===== config.mk =====
export PLATFORM = sky130hd
export DESIGN_NAME = ps2_host_tx_flat
export DESIGN_NICKNAME = d
export VERILOG_FILES = /design/src/rtl/ps2_host_tx_if.sv /design/src/rtl/ps2_host_tx.sv /design/src/flat_wrapper.sv
export SDC_FILE = /design/constraint.sdc
export NUM_CORES = 1
export LEC_CHECK = 0
export CAP_MARGIN = 40
export CORE_UTILIZATION = 40
export DETAILED_ROUTE_END_ITERATION = 16
export MAX_ROUTING_LAYER = met4
export SETUP_SLACK_MARGIN = 0.15
export SYNTH_ARGS = -nofsm -noshare
export SYNTH_HDL_FRONTEND = slang
export SYNTH_SLANG_ARGS = --single-unit

===== constraint.sdc =====
create_clock -name i_clock -period 5 [get_ports i_clock]
set_input_delay 1.25 -clock i_clock [delete_from_list [all_inputs] [get_ports i_clock]]
set_output_delay 1.25 -clock i_clock [all_outputs]
set_load 0.01 [all_outputs]

===== src/rtl/ps2_host_tx_if.sv =====
// Byte-request handshake between a command source and the PS/2 host transmitter.
// master = the logic that issues command bytes, slave = the transmitter itself.
interface ps2_host_tx_if;
    logic [7:0] tx_data;
    logic       tx_valid;
    logic       tx_ready;
    logic       tx_busy;
    logic       tx_done;
    logic       tx_error;

    modport master (
        output tx_data,
        output tx_valid,
        input  tx_ready,
        input  tx_busy,
        input  tx_done,
        input  tx_error
    );

    modport slave (
        input  tx_data,
        input  tx_valid,
        output tx_ready,
        output tx_busy,
        output tx_done,
        output tx_error
    );
endinterface


===== src/rtl/ps2_host_tx.sv =====
// Host-to-device PS/2 transmitter. Sends one command byte to a keyboard or
// mouse by inhibiting the bus, issuing a start bit and then shifting the
// frame out on the device-generated clock. The PS/2 lines are open-drain:
// an output enable of 1 pulls the line low, 0 releases it.
module ps2_host_tx #(
    parameter int INHIBIT_CYCLES = 5000,
    parameter int TIMEOUT_CYCLES = 1000000
) (
    input  logic         i_clock,
    input  logic         i_resetn,
    ps2_host_tx_if.slave tx_if,
    input  logic         i_ps2_clk_in,
    input  logic         i_ps2_data_in,
    output logic         o_ps2_clk_oe,
    output logic         o_ps2_data_oe
);

    // Both counters only ever count up to their terminal value minus one,
    // so they are sized for that range and can never wrap.
    localparam int INH_W = (INHIBIT_CYCLES > 2) ? $clog2(INHIBIT_CYCLES) : 1;
    localparam int TO_W  = (TIMEOUT_CYCLES > 2) ? $clog2(TIMEOUT_CYCLES) : 1;
    localparam logic [INH_W-1:0] INH_LAST = INH_W'(INHIBIT_CYCLES - 1);
    localparam logic [TO_W-1:0]  TO_LAST  = TO_W'(TIMEOUT_CYCLES - 1);

    typedef enum logic [2:0] {
        S_IDLE,
        S_INHIBIT,
        S_START,
        S_SEND,
        S_ACK,
        S_WAIT_IDLE
    } state_t;

    state_t            r_state;
    logic [9:0]        r_frame;
    logic [3:0]        r_bit_idx;
    logic [INH_W-1:0]  r_inh_cnt;
    logic [TO_W-1:0]   r_to_cnt;
    logic              r_ready;
    logic              r_done;
    logic              r_error;
    logic              r_clk_oe;
    logic              r_data_oe;

    logic r_clk_meta;
    logic r_clk_sync;
    logic r_clk_prev;
    logic r_data_meta;
    logic r_data_sync;

    logic w_fall;
    logic w_accept;

    // Two-flop synchronizers for the pad inputs plus one extra clock stage
    // for falling-edge detection; idle bus level is high.
    always_ff @(posedge i_clock) begin
        if (!i_resetn) begin
            r_clk_meta  <= 1'b1;
            r_clk_sync  <= 1'b1;
            r_clk_prev  <= 1'b1;
            r_data_meta <= 1'b1;
            r_data_sync <= 1'b1;
        end else begin
            r_clk_meta  <= i_ps2_clk_in;
            r_clk_sync  <= r_clk_meta;
            r_clk_prev  <= r_clk_sync;
            r_data_meta <= i_ps2_data_in;
            r_data_sync <= r_data_meta;
        end
    end

    assign w_fall   = r_clk_prev & ~r_clk_sync;
    assign w_accept = tx_if.tx_valid & r_ready;

    // Transfer sequencer. Every output is a register; tx_ready is held low
    // during the done/error pulse cycle so a new byte is only taken after it.
    always_ff @(posedge i_clock) begin
        if (!i_resetn) begin
            r_state   <= S_IDLE;
            r_frame   <= '0;
            r_bit_idx <= '0;
            r_inh_cnt <= '0;
            r_to_cnt  <= '0;
            r_ready   <= 1'b1;
            r_done    <= 1'b0;
            r_error   <= 1'b0;
            r_clk_oe  <= 1'b0;
            r_data_oe <= 1'b0;
        end else begin
            r_done  <= 1'b0;
            r_error <= 1'b0;

            if (r_state == S_IDLE) begin
                r_clk_oe  <= 1'b0;
                r_data_oe <= 1'b0;
                if (w_accept) begin
                    // Odd parity: parity bit makes the count of ones odd.
                    r_frame   <= {1'b1, ~^tx_if.tx_data, tx_if.tx_data};
                    r_inh_cnt <= '0;
                    r_to_cnt  <= '0;
                    r_bit_idx <= '0;
                    r_ready   <= 1'b0;
                    r_clk_oe  <= 1'b1;
                    r_state   <= S_INHIBIT;
                end else begin
                    r_ready <= 1'b1;
                end
            end else if (r_to_cnt == TO_LAST) begin
                // Watchdog wins over anything else happening this cycle.
                r_clk_oe  <= 1'b0;
                r_data_oe <= 1'b0;
                r_error   <= 1'b1;
                r_state   <= S_IDLE;
            end else begin
                r_to_cnt <= r_to_cnt + 1'b1;
                case (r_state)
                    S_INHIBIT: begin
                        // Host owns the clock line here; device edges are ignored.
                        if (r_inh_cnt == INH_LAST) begin
                            r_data_oe <= 1'b1;
                            r_state   <= S_START;
                        end else begin
                            r_inh_cnt <= r_inh_cnt + 1'b1;
                        end
                    end
                    S_START: begin
                        // Release the clock with the start bit (data low) on the bus.
                        r_clk_oe  <= 1'b0;
                        r_bit_idx <= '0;
                        r_state   <= S_SEND;
                    end
                    S_SEND: begin
                        if (w_fall) begin
                            r_data_oe <= ~r_frame[r_bit_idx];
                            if (r_bit_idx == 4'd9) begin
                                r_state <= S_ACK;
                            end else begin
                                r_bit_idx <= r_bit_idx + 1'b1;
                            end
                        end
                    end
                    S_ACK: begin
                        if (w_fall) begin
                            if (!r_data_sync) begin
                                r_state <= S_WAIT_IDLE;
                            end else begin
                                r_error <= 1'b1;
                                r_state <= S_IDLE;
                            end
                        end
                    end
                    S_WAIT_IDLE: begin
                        if (r_clk_sync && r_data_sync) begin
                            r_done  <= 1'b1;
                            r_state <= S_IDLE;
                        end
                    end
                    default: begin
                        r_clk_oe  <= 1'b0;
                        r_data_oe <= 1'b0;
                        r_state   <= S_IDLE;
                    end
                endcase
            end
        end
    end

    assign tx_if.tx_ready = r_ready;
    assign tx_if.tx_busy  = ~r_ready;
    assign tx_if.tx_done  = r_done;
    assign tx_if.tx_error = r_error;
    assign o_ps2_clk_oe   = r_clk_oe;
    assign o_ps2_data_oe  = r_data_oe;

endmodule


===== src/flat_wrapper.sv =====
// flat-port wrapper written by rule: the top's interface ports become plain ports
module ps2_host_tx_flat 
#(
    parameter int INHIBIT_CYCLES = 5000,
    parameter int TIMEOUT_CYCLES = 1000000
)
  (i_clock, i_resetn, i_ps2_clk_in, i_ps2_data_in, o_ps2_clk_oe, o_ps2_data_oe, tx_if_tx_data, tx_if_tx_valid, tx_if_tx_ready, tx_if_tx_busy, tx_if_tx_done, tx_if_tx_error);
  ps2_host_tx_if tx_if_i ();
  input  logic i_clock;
  input  logic i_resetn;
  input  logic i_ps2_clk_in;
  input  logic i_ps2_data_in;
  output logic o_ps2_clk_oe;
  output logic o_ps2_data_oe;
  input wire logic [$bits(tx_if_i.tx_data)-1:0] tx_if_tx_data;
  input wire logic [$bits(tx_if_i.tx_valid)-1:0] tx_if_tx_valid;
  output wire logic [$bits(tx_if_i.tx_ready)-1:0] tx_if_tx_ready;
  output wire logic [$bits(tx_if_i.tx_busy)-1:0] tx_if_tx_busy;
  output wire logic [$bits(tx_if_i.tx_done)-1:0] tx_if_tx_done;
  output wire logic [$bits(tx_if_i.tx_error)-1:0] tx_if_tx_error;
  assign tx_if_i.tx_data = tx_if_tx_data;
  assign tx_if_i.tx_valid = tx_if_tx_valid;
  assign tx_if_tx_ready = tx_if_i.tx_ready;
  assign tx_if_tx_busy = tx_if_i.tx_busy;
  assign tx_if_tx_done = tx_if_i.tx_done;
  assign tx_if_tx_error = tx_if_i.tx_error;
  ps2_host_tx #(.INHIBIT_CYCLES(INHIBIT_CYCLES), .TIMEOUT_CYCLES(TIMEOUT_CYCLES)) u_core (.i_clock(i_clock), .i_resetn(i_resetn), .tx_if(tx_if_i), .i_ps2_clk_in(i_ps2_clk_in), .i_ps2_data_in(i_ps2_data_in), .o_ps2_clk_oe(o_ps2_clk_oe), .o_ps2_data_oe(o_ps2_data_oe));
endmodule

==> results of run 1 <==
-- flip-flops by register name, indices dropped and copies added (netlist names) --
name                   count
u_core.r_clk_meta          1
u_core.o_ps2_clk_oe        1
u_core.r_inh_cnt          13
u_core.r_clk_sync          1
u_core.tx_if.tx_done       1
u_core.o_ps2_data_oe       1
u_core.r_bit_idx           4
u_core.tx_if.tx_ready      1
u_core.r_state             3
u_core.r_data_meta         1
u_core.r_to_cnt           20
u_core.r_clk_prev          1
u_core.tx_if.tx_error      1
u_core.r_data_sync         1
u_core.r_frame            10
-- worst min-delay path by stage --
stage                              end  slack, ns          startpoint
finish              u_core.r_data_sync       0.41  u_core.r_data_meta
global route        u_core.r_data_sync       0.41  u_core.r_data_meta
CTS                 u_core.r_data_sync       0.41  u_core.r_data_meta
detailed placement  u_core.r_data_sync       0.39  u_core.r_data_meta
global placement     u_core.r_clk_sync       0.39   u_core.r_clk_meta
floorplan            u_core.r_clk_sync       0.39   u_core.r_clk_meta
-- synthesized netlist by cell type, drive strengths merged (3+ instances only) --
cell type | count | share of area, %
or2 | 3 | 0.61
xnor2 | 8 | 2.3
nand2b | 9 | 1.8
xor2 | 3 | 0.85
nor3 | 7 | 1.1
o2111ai | 4 | 1.1
nor2 | 23 | 2.8
a2111o | 5 | 1.8
o31ai | 3 | 0.73
nand2 | 51 | 6.2
clkbuf | 15 | 1.8
o41ai | 3 | 0.85
buf | 4 | 0.89
nor2b | 4 | 0.81
nand3 | 20 | 3.2
a211oi | 3 | 0.73
and4 | 4 | 1.1
or3 | 7 | 1.4
dfxtp | 60 | 39
or4 | 3 | 0.85
and2 | 3 | 0.61
o21a | 3 | 0.73
nand4 | 11 | 2.2
inv | 7 | 0.85
and3 | 5 | 1.0
mux2i | 5 | 1.6
nor4 | 3 | 0.81
o21ai | 16 | 3.1
mux2 | 5 | 1.8
o211ai | 7 | 2.1
a21oi | 31 | 5.0
ha | 4 | 1.6
-- worst max-delay path, stage by stage --
cell,delay (ns)
clkdlybuf4s50_1,0.45
buf_4,0.25
clkinv_1,0.43
buf_4,0.38
o41ai_1,0.35
-- stage by stage --
step                setup WS (ns)  hold WS [ns]  area (um2)  total power [mW]
finish                       2.11         0.407        3520              1.33
global route                 1.95         0.413        3520              1.42
CTS                          2.11         0.408        3520              1.34
detailed placement           1.74         0.392        3360             0.959
global placement             1.61         0.388        3340             0.943
floorplan                    2.70         0.386        3100             0.847
-- cells by family after synthesis --
| kind of cell | Yosys count |
|---|---|
| compound gates | 93 |
| xor+xnor | 11 |
| fa+ha+maj | 4 |
| buf+inv | 27 |
| flops | 60 |
| mux | 12 |
| simple gates | 160 |
-- area by class of cell --
class,count,share of cell area (%)
tap,99,3.52
sequential,60,34.1
inverter,8,0.853
multi-input combinational,280,50.7
timing repair buffer,22,6.18
clock buffer,11,4.30
clock inverter,2,0.355
-- power breakdown --
part / leakage [nW] / switching, mW / internal [mW]
combinational: 0.606 / 0.235 / 0.140
sequential: 0.487 / 0.0507 / 0.523
clock: 0.0831 / 0.182 / 0.198
total: 1.18 / 0.467 / 0.861
-- layer usage --
metal	vias to the layer above	global-route usage [%]	wire length (um)
met2	55	30.6	3330
li1	1387	-	-
met5	-	-	0
met1	1283	25.7	3580
met4	0	4.84	55
met3	7	5.84	258
==> run metrics, run 1 <==
outcome finished clean; Peak Freq 0.346 GHz; commonest non-fill, non-tap cell in the layout dfxtp_1; Crit Reg-Reg Startpoint u_core.r_state[0]; DIE WIDTH 90.0 um; # IOs 19; LEAKAGE 1.18 nW; clock sink count 60; crit path to u_core.r_to_cnt[9]; Detail Route Antenna Nets 0; CP Capture Type flop; Post-synth top flop dfxtp_1; fraction of layout instances using a drive strength above 1 9.14%; # rows 31; fin crit share 57.8%; Synth cell types 64; input/output buffers 18; vias in the first global route 2618; Mapped Avg Cell Area 8.45 um2; largest net degree at the start of global routing 22; adder-cell share of the synthesized area 1.61%; setup_tns 0 ns; ys async rst share 0%; routability cong. 0.794; post-cts sizing count 0; Post-Synth XOR/XNOR Area 3.11%; Worst R2R End u_core.r_inh_cnt[8]; compound-gate portion of the synthesized area 21.4%; Final Hold Vio Count 0; vias 2732; Crit Path Max Fanout 21; post-layout net count 398; post-DR vias/cell 5.67; core box area 0.00737 mm2; EDFF count, synth 0; clock slew at reported path FFs 0.06 ns; Slew @ Worst Pin 0.888 ns; initial antenna violation count 0; simple-gate area share of the yosys netlist 26.6%; routed wire length 7230 um; Max clock buf depth 2; CTS Hold Bufs 0; DRT Pass-1 Iters 4; post-synthesis cell count 367; gr usage total 19.9%; n_diodes 0; worst skew pair latency 0.34 ns; H-tree Lvls 3; CTS tree done; root buffer cell clkbuf_8; P&R area growth vs syn 13.6%; Arr. time, crit path 3.12 ns; area of the multi-input gates 0.00179 mm2; Startpoint Class input pin; Seq cells post-synth 60; first-pass GRT wire length 12700 um; maxcap violations 0; setup violators final 0; Crit Path Category input pin to flop; r2r setup slk 2.34 ns; yosys warns 0; Post-CTS Setup Bufs 0; Clock Skews 0.00713 ns; largest family of logic cells by synthesized area simple AND/OR/NAND/NOR gates; DRC Markers 0; Initial Utilization 42.1%; Die Ht 90.0 um; PwrDens 377 mW/mm2; Num CTS Buffers 9; drt first-iter violations 189; synthesized cell area 0.00310 mm2; total global routing overflow 0; CP startpoint i_resetn; placed cells 469; clock period minus worst slack 2.89 ns; Critical Path RT 5.23 ns; Register Area 0.00120 mm2; Finished Core Util 47.8%; DR WL/cell 15.0 um; IR drop worst, VDD 0.141 mV; R2R cell count 5; WHS Path Cells 1; fin cells 482; total die area 0.00811 mm2; dpl hpwl 5040 um; post-synth net total 384; post-synthesis sequential area ratio 38.7%; mux cell area share after synthesis 4.88%; most frequent cells in the layout 60 x dfxtp_1, 51 x nand2_1, 31 x a21oi_1; RSZ-0062 raised after global routing no; Max Transition Viols Final 0; fillcell total 753; HP Class flop to flop; Rel. slew slack 40.4%
Note: power is estimated with default switching activity, not from simulation.
==> run 2, diff against run 1 <==
==> constraint.sdc (replaced) <==
create_clock -name i_clock -period 2.45 [get_ports i_clock]
set_input_delay 0.6125 -clock i_clock [delete_from_list [all_inputs] [get_ports i_clock]]
set_output_delay 0.6125 -clock i_clock [all_outputs]
set_load 0.01 [all_outputs]
==> run metrics, run 2 (synthesis gave the netlist of run 1 again) <==
# IOs 19 (unchanged); Crit Reg-Reg Startpoint u_core.r_to_cnt[12] (was u_core.r_state[0]); drt first-iter violations 162 (was 189); Max stage delay on crit path 0.64 ns (was 0.45 ns); fraction of layout instances using a drive strength above 1 14.1% (was 9.14%); clock sink count 60 (unchanged); root buffer cell clkbuf_8 (unchanged); largest net degree at the start of global routing 23 (was 22); initial antenna violation count 0 (unchanged); DR WL/cell 14.3 um (was 15.0 um); R2R cell count 5 (unchanged); Slowest-stage cell, CP or4_4 (was clkdlybuf4s50_1); Pwr Total 2.93 mW (was 1.33 mW); Max Transition Viols Final 0 (unchanged); CP Capture Type flop (unchanged); Die Ht 90.0 um (unchanged); Final Hold Vio Count 0 (unchanged); CTS tree done (unchanged); DIE WIDTH 90.0 um (unchanged); fin cells 504 (was 482); setup violators final 0 (unchanged); Largest regs u_core.r_to_cnt x20, u_core.r_inh_cnt x13, u_core.r_frame x10 (unchanged); CTS Hold Bufs 0 (unchanged); core box area 0.00737 mm2 (unchanged); H-tree Lvls 3 (unchanged); Num CTS Buffers 9 (unchanged); input/output buffers 18 (unchanged); post-layout net count 417 (was 398); Startpoint Class flop (was input pin); Design Area, Final 0.00370 mm2 (was 0.00352 mm2); Top reg by flops u_core.r_to_cnt (unchanged); setup_tns 0 ns (unchanged); post-DR vias/cell 5.57 (was 5.67); first-pass GRT wire length 13000 um (was 12700 um); r2r setup slk 0.24 ns (was 2.34 ns); worst skew pair latency 0.33 ns (was 0.34 ns); HP Class flop to flop (unchanged); LEAKAGE 1.29 nW (was 1.18 nW); clock slew at reported path FFs 0.07 ns (was 0.06 ns); clock period minus worst slack 2.21 ns; placed cells 487 (was 469); placed cell area 0.00349 mm2 (was 0.00336 mm2); Slew @ Worst Pin 0.485 ns (was 0.888 ns); # rows 31 (unchanged); P&R area growth vs syn 19.5% (was 13.6%); vias 2806 (was 2732); Initial Utilization 42.1% (unchanged); total global routing overflow 0 (unchanged); WHS Path Cells 1 (unchanged); number of flip-flops under the largest register name 20 (unchanged); Finished Core Util 50.3% (was 47.8%); Place WS 0.0883 ns (was 1.74 ns); vias in the first global route 2730 (was 2618); Worst R2R End u_core.r_to_cnt[2] (was u_core.r_inh_cnt[8]); Clock Skews 0.0104 ns (was 0.00713 ns); fillcell total 733 (was 753); Max clock buf depth 2 (unchanged); Detail Route Antenna Nets 0 (unchanged); Peak Freq 0.452 GHz; maxcap violations 0 (unchanged); n_diodes 0 (unchanged); RSZ-0062 raised after global routing yes (was no); IR drop worst, VDD 0.383 mV (was 0.141 mV); Rel. slew slack 66.9% (was 40.4%); PwrDens 790 mW/mm2 (was 377 mW/mm2); Arr. time, crit path 2.46 ns (was 3.12 ns); Crit Path Max Fanout 8 (was 21); Register Area 0.00120 mm2 (unchanged); dpl hpwl 5230 um (was 5040 um); DRC Markers 0 (unchanged); gr usage total 20.2% (was 19.9%); DRT Pass-1 Iters 4 (unchanged); total die area 0.00811 mm2 (unchanged); most frequent cells in the layout 60 x dfxtp_1, 51 x nand2_1, 31 x a21oi_1 (unchanged); fin crit share 90.2%; area of the multi-input gates 0.00179 mm2 (about the same); Crit Path Category flop to flop (was input pin to flop); outcome finished clean (unchanged); Hold Crit Start u_core.r_clk_meta (was u_core.r_data_meta); Critical Path RT 2.70 ns (was 5.23 ns); final hold slack 0.414 ns (was 0.407 ns); routed wire length 7220 um (was 7230 um); commonest non-fill, non-tap cell in the layout dfxtp_1 (unchanged); hold endpoint u_core.r_clk_sync (was u_core.r_data_sync); CP Cell Sequence or4b_1 > or4_4 > o21ai_2 > a21oi_1 > nor3_1 (was clkdlybuf4s50_1 > buf_4 > clkinv_1 > buf_4 > o41ai_1); Setup WS post-layout 0.239 ns (was 2.11 ns); routability cong. 0.850 (was 0.794)
-- run 2: worst max-delay path, delay by kind of cell, from the launching register on --
family           cells  cell delay, ns
flip-flops           1            0.33
AO/OA/AOI/OAI        2            0.46
AND/OR/NAND/NOR      3            1.35
-- run 2: worst max path at each step --
stage	startpoint	to	slack, ns	cells past startpoint
after floorplan	u_core.r_to_cnt[15]	u_core.r_inh_cnt[0]	0.26	7
after global placement	u_core.r_to_cnt[15]	u_core.r_inh_cnt[11]	0.13	6
after detailed placement	u_core.r_to_cnt[15]	u_core.r_inh_cnt[12]	0.09	6
after CTS	u_core.r_to_cnt[12]	u_core.r_inh_cnt[11]	0.21	6
after global routing	u_core.r_to_cnt[12]	u_core.r_to_cnt[6]	0.12	5
final	u_core.r_to_cnt[12]	u_core.r_to_cnt[2]	0.24	5
-- run 2: area by class of cell --
| class | instances | area share [%] |
|---|---|---|
| Clock buffer | 12 | 4.19 |
| Multi-Input combinational cell | 280 | 48.3 |
| Tap cell | 99 | 3.34 |
| Clock inverter | 4 | 1.28 |
| Inverter | 8 | 0.811 |
| Timing Repair Buffer | 41 | 9.63 |
| Sequential cell | 60 | 32.4 |
-- run 2: per-layer routing --
metal,GRT usage [%],routed length [um],vias to the layer above
met4,5.51,68,0
met5,-,0,-
li1,-,-,1424
met2,32.3,3450,44
met3,5.16,221,8
met1,25.3,3470,1330
-- run 2: repair_timing --
action | CTS | global route
resized for setup | 1 | 1
endpoints found under the setup margin | 15 | 8
setup buffers | 0 | 1
pin swaps | 0 | 3
-- run 2: power breakdown --
group | switching, mW | leakage [nW] | internal (mW) | total [mW]
sequential | 0.0625 | 0.487 | 1.07 | 1.13
combinational | 0.526 | 0.703 | 0.369 | 0.895
clock | 0.381 | 0.102 | 0.522 | 0.903
==> run 3, diff against run 2 <==
--- a/config.mk
+++ b/config.mk
@@ -10,6 +10,7 @@
 export DETAILED_ROUTE_END_ITERATION = 16
 export MAX_ROUTING_LAYER = met4
 export SETUP_SLACK_MARGIN = 0.15
+export SLEW_MARGIN = 20
 export SYNTH_ARGS = -nofsm -noshare
 export SYNTH_HDL_FRONTEND = slang
 export SYNTH_SLANG_ARGS = --single-unit
==> results of run 3 <==
Final layout, timing and power as in run 2 (identical DEF).
